## src/rtl/pwm_duty_if.sv

```systemverilog
// Button/period inputs and duty outputs between the UI front-end and the PWM duty controller.
// Signalling: inc_btn/dec_btn are raw asynchronous levels; period_end and step_pulse are 1-cycle pulses.
interface pwm_duty_if #(
  parameter int DUTY_W = 4
);
  logic              inc_btn;
  logic              dec_btn;
  logic              period_end;
  logic [DUTY_W-1:0] duty;
  logic              duty_pending;
  logic              step_pulse;
  logic [2:0]        fsm_state;

  modport master (
    output inc_btn, dec_btn, period_end,
    input  duty, duty_pending, step_pulse, fsm_state
  );

  modport slave (
    input  inc_btn, dec_btn, period_end,
    output duty, duty_pending, step_pulse, fsm_state
  );
endinterface

```

## src/rtl/pwm_duty_controller.sv

```systemverilog
// Push-button duty setpoint controller: sync, debounce, step/auto-repeat with saturation,
// and a shadow duty register that only updates on PWM period boundaries.
module pwm_duty_controller #(
  parameter int DUTY_W        = 4,
  parameter int DUTY_MAX      = 10,
  parameter int DUTY_RST      = 5,
  parameter int DEB_CYCLES    = 4,
  parameter int HOLD_CYCLES   = 16,
  parameter int REPEAT_CYCLES = 8
) (
  input logic        clk,
  input logic        rst,
  pwm_duty_if.slave  bus
);

  localparam int DEB_W  = $clog2(DEB_CYCLES + 1);
  localparam int HOLD_W = $clog2(HOLD_CYCLES + 1);
  localparam int RPT_W  = $clog2(REPEAT_CYCLES + 1);

  typedef enum logic [2:0] {
    IDLE   = 3'd0,
    STEP   = 3'd1,
    HOLD   = 3'd2,
    REPEAT = 3'd3,
    LOCK   = 3'd4
  } state_t;

  logic              inc_m, dec_m, inc_s, dec_s;
  logic [1:0]        raw, cand, deb;
  logic [DEB_W-1:0]  deb_cnt;
  state_t            state, state_n;
  logic [HOLD_W-1:0] hold_cnt, hold_n;
  logic [RPT_W-1:0]  rpt_cnt, rpt_n;
  logic [1:0]        held, held_n;
  logic              step_up, step_dn;
  logic [DUTY_W-1:0] target, duty_r;
  logic              pulse_r;
  logic              can_up, can_dn;

  always_ff @(posedge clk) begin
    if (rst) begin
      inc_m <= 1'b0;
      dec_m <= 1'b0;
      inc_s <= 1'b0;
      dec_s <= 1'b0;
    end else begin
      inc_m <= bus.inc_btn;
      dec_m <= bus.dec_btn;
      inc_s <= inc_m;
      dec_s <= dec_m;
    end
  end

  assign raw = {inc_s, dec_s};

  // The mismatch edge starts the run, so a level is accepted after DEB_CYCLES further matches.
  always_ff @(posedge clk) begin
    if (rst) begin
      cand    <= 2'b00;
      deb_cnt <= '0;
      deb     <= 2'b00;
    end else if (raw != cand) begin
      cand    <= raw;
      deb_cnt <= '0;
    end else if (deb_cnt == DEB_W'(DEB_CYCLES - 1)) begin
      deb     <= cand;
    end else begin
      deb_cnt <= deb_cnt + DEB_W'(1);
    end
  end

  always_ff @(posedge clk) begin
    if (rst) begin
      state    <= IDLE;
      hold_cnt <= '0;
      rpt_cnt  <= '0;
      held     <= 2'b00;
    end else begin
      state    <= state_n;
      hold_cnt <= hold_n;
      rpt_cnt  <= rpt_n;
      held     <= held_n;
    end
  end

  // A step is applied on the edge that enters STEP, so target moves as the press is recognised.
  always_comb begin
    state_n = state;
    hold_n  = hold_cnt;
    rpt_n   = rpt_cnt;
    held_n  = held;
    step_up = 1'b0;
    step_dn = 1'b0;
    case (state)
      IDLE: begin
        held_n = deb;
        case (deb)
          2'b10: begin state_n = STEP; step_up = 1'b1; end
          2'b01: begin state_n = STEP; step_dn = 1'b1; end
          2'b11: state_n = LOCK;
          default: state_n = IDLE;
        endcase
      end
      STEP: begin
        state_n = HOLD;
        hold_n  = '0;
      end
      HOLD: begin
        if (deb != held) begin
          state_n = IDLE;
        end else if (hold_cnt == HOLD_W'(HOLD_CYCLES - 1)) begin
          state_n = REPEAT;
          rpt_n   = '0;
          step_up = held[1];
          step_dn = held[0];
        end else begin
          hold_n = hold_cnt + HOLD_W'(1);
        end
      end
      REPEAT: begin
        if (deb != held) begin
          state_n = IDLE;
        end else if (rpt_cnt == RPT_W'(REPEAT_CYCLES - 1)) begin
          rpt_n   = '0;
          step_up = held[1];
          step_dn = held[0];
        end else begin
          rpt_n = rpt_cnt + RPT_W'(1);
        end
      end
      LOCK: begin
        if (deb == 2'b00) state_n = IDLE;
      end
      default: state_n = IDLE;
    endcase
  end

  assign can_up = step_up && (target != DUTY_W'(DUTY_MAX));
  assign can_dn = step_dn && (target != '0);

  // duty samples target before this edge's step, so a coincident step waits a full period.
  always_ff @(posedge clk) begin
    if (rst) begin
      target  <= DUTY_W'(DUTY_RST);
      duty_r  <= DUTY_W'(DUTY_RST);
      pulse_r <= 1'b0;
    end else begin
      if (can_up) target <= target + DUTY_W'(1);
      else if (can_dn) target <= target - DUTY_W'(1);
      if (bus.period_end) duty_r <= target;
      pulse_r <= can_up || can_dn;
    end
  end

  assign bus.duty         = duty_r;
  assign bus.duty_pending = (target != duty_r);
  assign bus.step_pulse   = pulse_r;
  assign bus.fsm_state    = state;

endmodule

```

## src/flat_wrapper.sv

```systemverilog
// flat-port wrapper written by rule: the top's interface ports become plain ports
module pwm_duty_controller_flat 
#(
  parameter int DUTY_W        = 4,
  parameter int DUTY_MAX      = 10,
  parameter int DUTY_RST      = 5,
  parameter int DEB_CYCLES    = 4,
  parameter int HOLD_CYCLES   = 16,
  parameter int REPEAT_CYCLES = 8
)
  (clk, rst, bus_inc_btn, bus_dec_btn, bus_period_end, bus_duty, bus_duty_pending, bus_step_pulse, bus_fsm_state);
  pwm_duty_if #(.DUTY_W(DUTY_W)) bus_i ();
  input logic clk;
  input logic rst;
  input wire logic [$bits(bus_i.inc_btn)-1:0] bus_inc_btn;
  input wire logic [$bits(bus_i.dec_btn)-1:0] bus_dec_btn;
  input wire logic [$bits(bus_i.period_end)-1:0] bus_period_end;
  output wire logic [$bits(bus_i.duty)-1:0] bus_duty;
  output wire logic [$bits(bus_i.duty_pending)-1:0] bus_duty_pending;
  output wire logic [$bits(bus_i.step_pulse)-1:0] bus_step_pulse;
  output wire logic [$bits(bus_i.fsm_state)-1:0] bus_fsm_state;
  assign bus_i.inc_btn = bus_inc_btn;
  assign bus_i.dec_btn = bus_dec_btn;
  assign bus_i.period_end = bus_period_end;
  assign bus_duty = bus_i.duty;
  assign bus_duty_pending = bus_i.duty_pending;
  assign bus_step_pulse = bus_i.step_pulse;
  assign bus_fsm_state = bus_i.fsm_state;
  pwm_duty_controller #(.DUTY_W(DUTY_W), .DUTY_MAX(DUTY_MAX), .DUTY_RST(DUTY_RST), .DEB_CYCLES(DEB_CYCLES), .HOLD_CYCLES(HOLD_CYCLES), .REPEAT_CYCLES(REPEAT_CYCLES)) u_core (.clk(clk), .rst(rst), .bus(bus_i));
endmodule
```

## config.mk

```make
export PLATFORM = sky130hd
export DESIGN_NAME = pwm_duty_controller_flat
export DESIGN_NICKNAME = d
export VERILOG_FILES = /design/src/rtl/pwm_duty_if.sv /design/src/rtl/pwm_duty_controller.sv /design/src/flat_wrapper.sv
export SDC_FILE = /design/constraint.sdc
export NUM_CORES = 1
export LEC_CHECK = 0
export BUFFER_PORTS_ARGS = -buffer_cell sky130_fd_sc_hd__buf_2
export CORE_MARGIN = 10
export CORE_UTILIZATION = 35
export CTS_CLUSTER_DIAMETER = 200
export DETAILED_ROUTE_END_ITERATION = 8
export SLEW_MARGIN = 20
export SYNTH_ARGS = -nofsm -noshare
export SYNTH_HDL_FRONTEND = slang
export SYNTH_SLANG_ARGS = --single-unit
```

## constraint.sdc

```tcl
create_clock -name clk -period 3.45 [get_ports clk]
set_input_delay 0.8625 -clock clk [delete_from_list [all_inputs] [get_ports clk]]
set_output_delay 0.8625 -clock clk [all_outputs]
set_load 0.03 [all_outputs]
```

# --- After elaboration in Yosys (flattened, before gate mapping) ---
# Index checks and enable logic that the tools add are counted.
totals:
  reg_bits: 34
  latch_bits: 0
  ramBits: 0
  romBits: 0
  in_bits: 5
  n_memories: 0
classes:
  n_addsub: 5
  multipliers: 0
  n_div: 0
  n_lt_le_gt_ge: 0
  eq_ne: 21
  shift: 0
  muxes: 28
  bitwise: 1
  n_reduce_logical: 15
op_table:
  columns: ["op", "count"]
  rows:
  - ["two-way mux 4 bit", 6]
  - ["case mux 3 bit (5 select lines)", 1]
  - ["two-way mux 3 bit", 4]
  - ["two-way mux 1 bit", 10]
  - ["two-way mux 5 bit", 2]
  - ["case mux 5 bit (2 select lines)", 1]
  - ["== test 3 x 2 -> 1 bit, second input constant", 3]
  - ["adder 4 x 1 -> 4 bit, second input constant", 2]
  - ["case mux 4 bit (2 select lines)", 1]
  - ["!= test 2 x 1 -> 1 bit, second input constant", 3]
  - ["!= test 2 bit, second input constant", 3]
  - ["case mux 1 bit (3 select lines)", 2]
  - ["case mux 3 bit (2 select lines)", 1]
  - ["AND reduction 3 bit", 2]
  - ["nonzero test 2 bit", 3]
  - ["adder 5 x 1 -> 5 bit, second input constant", 1]
  - ["== test 5 x 4 -> 1 bit, second input constant", 1]
  - ["== test 2 bit, second input constant", 2]
  - ["== test 4 x 3 -> 1 bit, second input constant", 1]
  - ["!= test 2 bit", 2]
  - ["!= test 4 bit", 1]
  - ["!= test 4 bit, second input constant", 1]
  - ["AND reduction 4 bit", 1]
  - ["nonzero test 4 bit", 1]
  - ["13 further kinds", 15]

# --- Logic depth before layout (Yosys ltp) ---
# Gate-level depths: netlist (run 1).
depth:
  ltp_word: 7
  ltp_mapped: 13

# --- Least setup slack after synthesis (run 1) ---
# Ideal clock, no wire load.
synth_path:
  kind: "reg-to-reg"
  start: "register u_core.hold_cnt[0]"
  end: "register u_core.target[3]"
  t_arrival_ns: 2.855
  path_slack_ns: 0.475
  path_stages_with_launch: 14
  path_buffers: 0
  period_less_slack_ns: 2.975
  path_cell_list: "dfxtp_1 -> ha_1 -> and3_1 -> ha_1 -> nand2b_1 -> a2111oi_0 -> o21a_1 -> inv_2 -> ha_1 -> a21o_1 -> a21o_1 -> a211oi_1 -> mux2i_1 -> mux2_2"
synth_between:
  elab_chain_cells: 6
synth_lines:
  columns: ["item", "line_no", "source"]
  rows:
  - ["start: declaration", "pwm_duty_controller.sv:32", "logic [HOLD_W-1:0] hold_cnt, hold_n;"]
  - ["start signal: assignment", "pwm_duty_controller.sv:80", "hold_cnt <= hold_n;"]
  - ["== test 5 x 4 -> 1 bit *", "pwm_duty_controller.sv:111", "end else if (hold_cnt == HOLD_W'(HOLD_CYCLES - 1)) begin"]
  - ["two-way mux 1 bit", "pwm_duty_controller.sv:111", null]
  - ["two-way mux 1 bit", "pwm_duty_controller.sv:109", "if (deb != held) begin"]
  - ["case mux 1 bit (3 select lines)", "pwm_duty_controller.sv:94", "case (state)"]
  - ["logical AND 1 bit, on equally long branches", "pwm_duty_controller.sv:138, pwm_duty_controller.sv:139", null]
  - ["two-way mux 4 bit / nonzero test 2 bit (equally long branches)", null, null]
  - ["end signal: assignment", "pwm_duty_controller.sv:144", "target <= DUTY_W'(DUTY_RST);"]
  - ["end signal: assignment", "pwm_duty_controller.sv:148", "if (can_up) target <= target + DUTY_W'(1);"]
  - ["end signal: assignment", "pwm_duty_controller.sv:149", "else if (can_dn) target <= target - DUTY_W'(1);"]
  - ["end: declaration", "pwm_duty_controller.sv:36", "logic [DUTY_W-1:0] target, duty_r;"]
# Mark *: on every way between the ends. The rest lies on a longest branch, timed or not.
# A chain may end at the register's enable or synchronous reset.

# --- Final worst setup path (run 1) ---
# Same ends and word-level chain as after synthesis.

==> results of run 1 <==
## cells in the mapped netlist (2+ instances only)
cell	n
a211o_1	2
a21o_1	3
a21oi_1	11
and3_1	2
buf_2	2
buf_4	2
clkbuf_1	5
dfxtp_1	34
ha_1	11
inv_1	6
mux2i_1	11
nand2_1	10
nand3_1	2
nand4b_1	2
nor2_1	20
nor2b_1	9
nor3_1	5
nor3b_1	2
nor4_1	2
o21ai_0	8
or3_1	3
xnor2_1	7
xor2_1	6
## routing by layer
metal	global-route usage	vias to the layer above	part of all wire
met5	0	-	0
met4	0.02785	0	0.011
met3	0.02577	5	0.049
met2	0.1178	30	0.41
met1	0.1112	606	0.53
li1	-	687	-
## layout make-up
cell class                 count  area share
inverter                       7     0.01342
sequential                    34      0.3476
multi-input combinational    139      0.4990
timing repair buffer          15     0.04089
tap                           67     0.04281
clock buffer                   8     0.05623
## power groups by stage
stage | sequential, uW | combinational, uW | clock (uW)
floorplan | 411 | 23.7 | 0
global placement | 411 | 29.4 | 0
detailed placement | 411 | 29.9 | 0
CTS | 403 | 29.8 | 349
global route | 403 | 33.8 | 366
finish | 402 | 29.3 | 338
## state kept, by name (all words and copies together), names as in the netlist
signal	count
u_core.bus.fsm_state	3
u_core.inc_m	1
u_core.dec_m	1
u_core.inc_s	1
u_core.bus.duty	4
u_core.rpt_cnt	4
u_core.target	4
u_core.dec_s	1
u_core.bus.step_pulse	1
u_core.cand	2
u_core.held	2
u_core.hold_cnt	5
u_core.deb_cnt	3
u_core.deb	2
## kinds of logic (layout without fill, tap and decap cells)
group,after synthesis,in the layout,synth area share
and+or+nand+nor,65,65,0.1986
AOI/OAI and AO/OA,37,37,0.1374
DFF,34,34,0.3914
buffers and inverters,17,30,0.04676
xor gates and xnor gates,13,13,0.06547
adders and majority gates,12,12,0.09065
muxes,12,12,0.06979
## worst min-delay path by stage
stage                                  from                       to  cells after the start
floorplan           u_core.dec_m$_SDFF_PP0_  u_core.dec_s$_SDFF_PP0_                      1
global placement    u_core.dec_m$_SDFF_PP0_  u_core.dec_s$_SDFF_PP0_                      1
detailed placement  u_core.dec_m$_SDFF_PP0_  u_core.dec_s$_SDFF_PP0_                      1
CTS                 u_core.dec_m$_SDFF_PP0_  u_core.dec_s$_SDFF_PP0_                      1
global route        u_core.dec_m$_SDFF_PP0_  u_core.dec_s$_SDFF_PP0_                      1
finish              u_core.dec_m$_SDFF_PP0_  u_core.dec_s$_SDFF_PP0_                      1
## stage by stage
| step | instance area, um2 | hold slack [ns] | std cells | total power [uW] |
|---|---|---|---|---|
| after floorplan | 1739 | 0.4138 | 190 | 434.6 |
| after global placement | 1848 | 0.4209 | 262 | 440.7 |
| after detailed placement | 1848 | 0.4297 | 262 | 441.3 |
| after CTS | 1958 | 0.4460 | 270 | 781.3 |
| after global routing | 1958 | 0.4600 | 270 | 802.4 |
| final | 1958 | 0.4416 | 270 | 769.6 |
## critical path, cell delays in order (launching register included)
cell and delay (ns):
dfxtp_1 0.36, ha_1 0.17, and3_1 0.16, ha_1 0.16, nand2b_1 0.11, a2111oi_0 0.43
o21a_1 0.24, inv_2 0.11, ha_1 0.30, a21o_1 0.17, a21o_1 0.18, a211oi_1 0.21
mux2i_1 0.11, mux2_2 0.27
==> impl_table.tex, run 1 <==
\begin{tabular}{lr}
\hline
Metric & Value \\
\hline
\multicolumn{2}{l}{\textbf{Synthesis}} \\
\quad Synth warnings & 0 \\
\quad Mean instance size in the synthesized netlist & about 9.2 um2 \\
\quad Post-synthesis cell type count & 48 \\
\quad Async set-reset flop share out of synthesis & 0 \\
\quad Most used DFF post-synth & dfxtp\_1 \\
\quad Count of flip-flops with a built-in enable after synthesis & 0 \\
\quad Net count after synthesis & between 200 and 250 \\
\quad Share of the synthesized area in the top cell type & 0.3914 \\
\quad Synth Register Bits & 34 \\
\quad Synth Instances & between 150 and 200 \\
\quad Post-synthesis cell area & 1739 um2 \\
\quad Area leader, netlist & dfxtp\_1 \\
\quad Sequential-to-total area share from yosys stat & 0.3914 \\
\quad Ranking of synthesized cells by area & dfxtp\_1 (39\%), ha\_1 (7.9\%), mux2i\_1 (6.3\%) \\
\multicolumn{2}{l}{\textbf{Placement}} \\
\quad Post-Place Worst Slack & 0.3612 ns \\
\quad Input/output buffers & 13 \\
\quad Placed wire-length estimate & 2312 um \\
\quad Gp weighted congestion & 0.7686 \\
\multicolumn{2}{l}{\textbf{GRT}} \\
\quad Antenna violations before repair & 0 \\
\quad Wire length of the first global-routing pass & about 5700 um \\
\quad Aggregate global routing overflow & 0 \\
\quad Vias in the first global route & approximately 1200 \\
\quad Gr usage total & 0.08186 \\
\quad Pin count of the biggest net entering global routing & 28 \\
\multicolumn{2}{l}{\textbf{Critical path}} \\
\quad Setup slack on the worst flop-to-flop path & approximately 0.38 ns \\
\quad Worst Setup Path Type & reg2reg \\
\quad Crit. Startpoint & u\_core.hold\_cnt[0]\$\_SDFFE\_PP0P\_ \\
\quad End point of the critical path & u\_core.target[3]\$\_SDFFE\_PP0P\_ \\
\quad Depth of the worst register-to-register path & 13 \\
\quad End of the worst register-to-register path & u\_core.target[3]\$\_SDFFE\_PP0P\_ \\
\quad Startpoint type of the worst setup path & flip-flop \\
\quad Arrival time of the worst setup path & 3.24 ns \\
\quad Crit Path Max Fanout & 8 \\
\quad Worst Setup End Kind & flip-flop \\
\quad R2R Path Start & u\_core.hold\_cnt[0]\$\_SDFFE\_PP0P\_ \\
\quad Required time worst endpoint & about 3.6 ns \\
\multicolumn{2}{l}{\textbf{Timing}} \\
\quad Smallest setup slack after layout & 0.3795 ns \\
\quad Fin crit share & 0.8900 \\
\quad Worst slew pin tran & 0.4942 ns \\
\quad RSZ-0062 raised after global routing & no \\
\quad Highest clock rate & 0.3257 GHz \\
\quad Clk\_skew & approximately 0.0023 ns \\
\quad Final hold violations & 0 \\
\quad Final Max Tran Viols & 0 \\
\quad Count of final setup violators & 0 \\
\quad Min cycle time layout & 3.070 ns \\
\quad Sum of negative setup slack & 0 ns \\
\quad Max-slew headroom at the worst pin & 0.6705 \\
\multicolumn{2}{l}{\textbf{Cells and area}} \\
\quad \# fillers & 489 \\
\quad Final Util & 0.4118 \\
\quad Area overhead of the layout relative to synthesis & 12.59\% \\
\quad Final \#Nets & about 220 \\
\quad Sequential cell area & 680.7 um2 \\
\quad Combined area of the multi-input logic cells & 977.2 um2 \\
\quad Diode count & 0 \\
\quad Most common library cell in the layout ignoring fill and taps & dfxtp\_1 \\
\quad Commonest cells after routing, fill and taps aside & dfxtp\_1 (34), nor2\_1 (20), buf\_2 (13) \\
\quad Proportion of layout cells with a drive suffix above 1 & 0.1379 \\
\multicolumn{2}{l}{\textbf{Power and ir drop}} \\
\quad Pint & 612.0 uW \\
\quad Worst voltage drop across the vdd grid & 0.2719 mV \\
\quad Power spent charging and discharging nets & 157.6 uW \\
\quad PD cells & 393.0 nW/um2 \\
\quad Reported leakage power & 0.0008089 uW \\
\quad Switching share of total power & 0.2048 \\
\quad Share of power burned in combinational logic & 0.038 \\
\quad Clock group share of total power & 0.439 \\
\quad Seq pwr share & 0.523 \\
\multicolumn{2}{l}{\textbf{Die}} \\
\quad Vertical die dimension & 90.49 um \\
\quad Die ar. & 8188 um2 \\
\quad Cell row count & 25 \\
\quad Die X-Extent & slightly above 90 um \\
\quad Core area & 4755 um2 \\
\quad Number of placed I/O pins & 14 \\
\quad Initial standard-cell utilization of the core & 0.3658 \\
\multicolumn{2}{l}{\textbf{CTS}} \\
\quad Library cell used as clock root buffer & clkbuf\_8 \\
\quad CTS tree & yes \\
\quad CTS H-tree depth & 2 \\
\quad Count of buffers added by post-CTS timing repair for setup & 0 \\
\quad TritonCTS Sinks & 34 \\
\quad Clock latency on the worst-skew pair & approximately 0.28 ns \\
\quad Count of hold buffers inserted by post-cts repair & 0 \\
\quad TritonCTS Buffers & 5 \\
\quad Clock Tree Buf Depth & 2 \\
\quad Post-cts gate resize count & 0 \\
\quad Clock input transition at the sequential cells of the worst setup and hold paths & 0.07 ns \\
\multicolumn{2}{l}{\textbf{Routing}} \\
\quad Pre-antenna DRT Iters & 4 \\
\quad Vias per inst & 4.919 \\
\quad DRC marker count from the first detailed-route iteration & 44 \\
\quad Antenna viol nets, final & 0 \\
\quad Final wirelength & around 3200 um \\
\quad Average wire length per cell after detail routing & around 12 um \\
\quad Detailed-route via count & approximately 1300 \\
\quad Final routed DRC violation total & 0 \\
\multicolumn{2}{l}{\textbf{Run status}} \\
\quad Outcome & finished, final reports clean \\
\multicolumn{2}{l}{\textbf{Run}} \\
\quad Reported max-cap violation count & 0 \\
\multicolumn{2}{l}{\textbf{Worst hold path}} \\
\quad Kind of path behind the tightest hold check & reg2reg \\
\hline
\end{tabular}
Power figures use the tool's default switching activity.
==> run 2: changes to the inputs <==
--- a/config.mk
+++ b/config.mk
@@ -7,9 +7,11 @@
 export LEC_CHECK = 0
 export BUFFER_PORTS_ARGS = -buffer_cell sky130_fd_sc_hd__buf_2
 export CORE_MARGIN = 10
-export CORE_UTILIZATION = 35
+export CORE_UTILIZATION = 50
 export CTS_CLUSTER_DIAMETER = 200
 export DETAILED_ROUTE_END_ITERATION = 8
+export PLACE_DENSITY = 0.68
+export RECOVER_POWER = 100
 export SLEW_MARGIN = 20
 export SYNTH_ARGS = -nofsm -noshare
 export SYNTH_HDL_FRONTEND = slang
==> impl_table.tex, run 2 (synthesis gave the netlist of run 1 again) <==
\begin{tabular}{lr}
\hline
Metric & Value \\
\hline
\multicolumn{2}{l}{\textbf{Run status}} \\
\quad Outcome & finished, final reports clean \\
\multicolumn{2}{l}{\textbf{Timing}} \\
\quad Highest clock rate & $\sim$0.31 GHz \\
\quad Clk\_skew & $\sim$0.010 ns \\
\quad RSZ-0062 raised after global routing & no \\
\quad Final Max Tran Viols & 0 \\
\quad Max-slew headroom at the worst pin & 0.2504 \\
\quad Count of final setup violators & 0 \\
\quad Min cycle time layout & 3.274 ns \\
\quad Fin crit share & 0.9490 \\
\quad Worst slew pin tran & 1.124 ns \\
\quad Sum of negative setup slack & 0 ns \\
\quad Final hold violations & 0 \\
\multicolumn{2}{l}{\textbf{Die}} \\
\quad Number of placed I/O pins & 14 \\
\quad Die ar. & 6237 um2 \\
\quad Cell row count & 21 \\
\quad Die X-Extent & 78.98 um \\
\quad Vertical die dimension & between 70 and 80 um \\
\quad Initial standard-cell utilization of the core & 0.5212 \\
\quad Core area & approximately 3300 um2 \\
\multicolumn{2}{l}{\textbf{CTS}} \\
\quad Clock latency on the worst-skew pair & roughly 0.34 ns \\
\quad Clock Tree Buf Depth & 2 \\
\quad CTS tree & yes \\
\quad TritonCTS Buffers & 5 \\
\quad Library cell used as clock root buffer & clkbuf\_4 \\
\quad CTS H-tree depth & 2 \\
\quad Count of buffers added by post-CTS timing repair for setup & 0 \\
\quad TritonCTS Sinks & 34 \\
\quad Clock input transition at the sequential cells of the worst setup and hold paths & roughly 0.11 ns \\
\multicolumn{2}{l}{\textbf{Routing}} \\
\quad Antenna viol nets, final & 0 \\
\quad Final routed DRC violation total & 0 \\
\quad Vias per inst & 5.460 \\
\quad Final wirelength & between 3000 and 4000 um \\
\quad Pre-antenna DRT Iters & 4 \\
\quad Detailed-route via count & 1354 \\
\quad Average wire length per cell after detail routing & 13.79 um \\
\quad DRC marker count from the first detailed-route iteration & 72 \\
\multicolumn{2}{l}{\textbf{Critical path}} \\
\quad Arrival time of the worst setup path & 3.51 ns \\
\quad Setup slack on the worst flop-to-flop path & 0.18 ns \\
\quad Largest stage delay on the critical path & around 0.40 ns \\
\quad Worst Setup End Kind & flip-flop \\
\quad Worst-path cell chain & ha\_1 > and3\_1 > ha\_2 > nand2b\_1 > a2111oi\_2 > o21a\_1 > inv\_2 > ha\_1 > a21o\_1 > a21o\_1 > a211oi\_1 > mux2i\_1 > mux2\_2 \\
\quad Slowest-stage cell, CP & a2111oi\_2 \\
\quad Worst Setup Path Type & reg2reg \\
\quad Bufs and invs on worst path & 1 \\
\quad Crit Path Max Fanout & 8 \\
\quad Startpoint type of the worst setup path & flip-flop \\
\quad Required time worst endpoint & between 3 and 4 ns \\
\quad Cell family with the largest share of critical-path delay & compound AO/OA/AOI/OAI gates \\
\multicolumn{2}{l}{\textbf{Power and ir drop}} \\
\quad PD cells & 380.2 nW/um2 \\
\quad Power spent charging and discharging nets & 157.9 uW \\
\quad Clock group share of total power & 0.400 \\
\quad Pint & 562.3 uW \\
\quad Reported leakage power & about 0.00075 uW \\
\quad Worst voltage drop across the vdd grid & 0.2396 mV \\
\quad Seq pwr share & 0.559 \\
\quad Switching share of total power & 0.2193 \\
\quad Share of power burned in combinational logic & 0.041 \\
\quad Power, Total & 720.2 uW \\
\multicolumn{2}{l}{\textbf{GRT}} \\
\quad Antenna violations before repair & 0 \\
\quad Pin count of the biggest net entering global routing & 28 \\
\quad Vias in the first global route & 1259 \\
\quad Wire length of the first global-routing pass & 5589 um \\
\quad Aggregate global routing overflow & 0 \\
\quad Gr usage total & 0.1097 \\
\multicolumn{2}{l}{\textbf{Placement}} \\
\quad Gp weighted congestion & between 0.8 and 0.9 \\
\quad Placed wire-length estimate & 2470 um \\
\quad Input/output buffers & 13 \\
\multicolumn{2}{l}{\textbf{Cells and area}} \\
\quad Diode count & 0 \\
\quad Final \#Nets & 218 \\
\quad Register bank with the most flops & u\_core.hold\_cnt \\
\quad Proportion of layout cells with a drive suffix above 1 & 0.09901 \\
\quad Commonest cells after routing, fill and taps aside & dfxtp\_1 (34), nor2\_1 (20), mux2i\_1 (11), a21oi\_1 (11) \\
\quad Area overhead of the layout relative to synthesis & 8.921\% \\
\quad Combined area of the multi-input logic cells & 985.9 um2 \\
\quad Most common library cell in the layout ignoring fill and taps & dfxtp\_1 \\
\quad Number of flip-flops under the largest register name & 5 \\
\quad \# fillers & 317 \\
\quad Sequential cell area & 680.7 um2 \\
\multicolumn{2}{l}{\textbf{Worst hold path}} \\
\quad Kind of path behind the tightest hold check & reg2reg \\
\multicolumn{2}{l}{\textbf{Run}} \\
\quad Reported max-cap violation count & 0 \\
\hline
\end{tabular}
[run 2: layer usage]
layer | global-route usage | routed length, um
met1 | 0.1262 | 1595
met5 | 0 | 0
met3 | 0.04167 | 104
met4 | 0.05018 | 55
met2 | 0.1762 | 1666
[run 2: power groups by stage]
| stage | Clock, uW | Combinational [uW] | Sequential [uW] |
|---|---|---|---|
| after floorplan | 0 | 23.7 | 411 |
| after global placement | 0 | 28.1 | 411 |
| after detailed placement | 0 | 29.8 | 412 |
| after CTS | 298 | 30.1 | 403 |
| after global routing | 317 | 33.8 | 404 |
| final | 288 | 29.5 | 403 |
[run 2: final timing paths]
| kind | startpoint | to | cells after the start |
|---|---|---|---|
| worst min register to register | u_core.dec_m$_SDFF_PP0_ | u_core.dec_s$_SDFF_PP0_ | 1 |
| worst min-delay path | u_core.dec_m$_SDFF_PP0_ | u_core.dec_s$_SDFF_PP0_ | 1 |
| worst max-delay path | u_core.hold_cnt[0]$_SDFFE_PP0P_ | u_core.target[3]$_SDFFE_PP0P_ | 13 |
| worst max register to register | u_core.hold_cnt[0]$_SDFFE_PP0P_ | u_core.target[3]$_SDFFE_PP0P_ | 13 |
[run 2: timing repair]
item / CTS / global route
hold endpoints to repair: 0 / 0
gates resized for setup: 0 / 3
endpoints found under the setup margin: 0 / 1
hold buffers: 0 / 0
[run 2: final cells by class]
cell class	count	area share
clock buffers	5	0.01982
clock inverters	3	0.02378
inverters	7	0.01387
multi-input cells	139	0.5205
flip-flops and latches	34	0.3593
well taps	46	0.03038
repair buffers	14	0.03236
[run 2: per-stage QoR]
step	hold slack [ns]	util	cells	setup WS (ns)	instance area [um2]
2_1_floorplan	0.4138	-	190	0.4746	1739
3_3_place_gp	0.4202	0.5437	240	0.2662	1814
3_5_place_dp	0.4291	0.5437	240	0.1007	1814
4_1_cts	0.4578	0.5684	248	0.06315	1897
5_1_grt	0.4715	0.5677	248	0.003942	1894
6_report	0.4524	0.5677	248	0.1761	1894
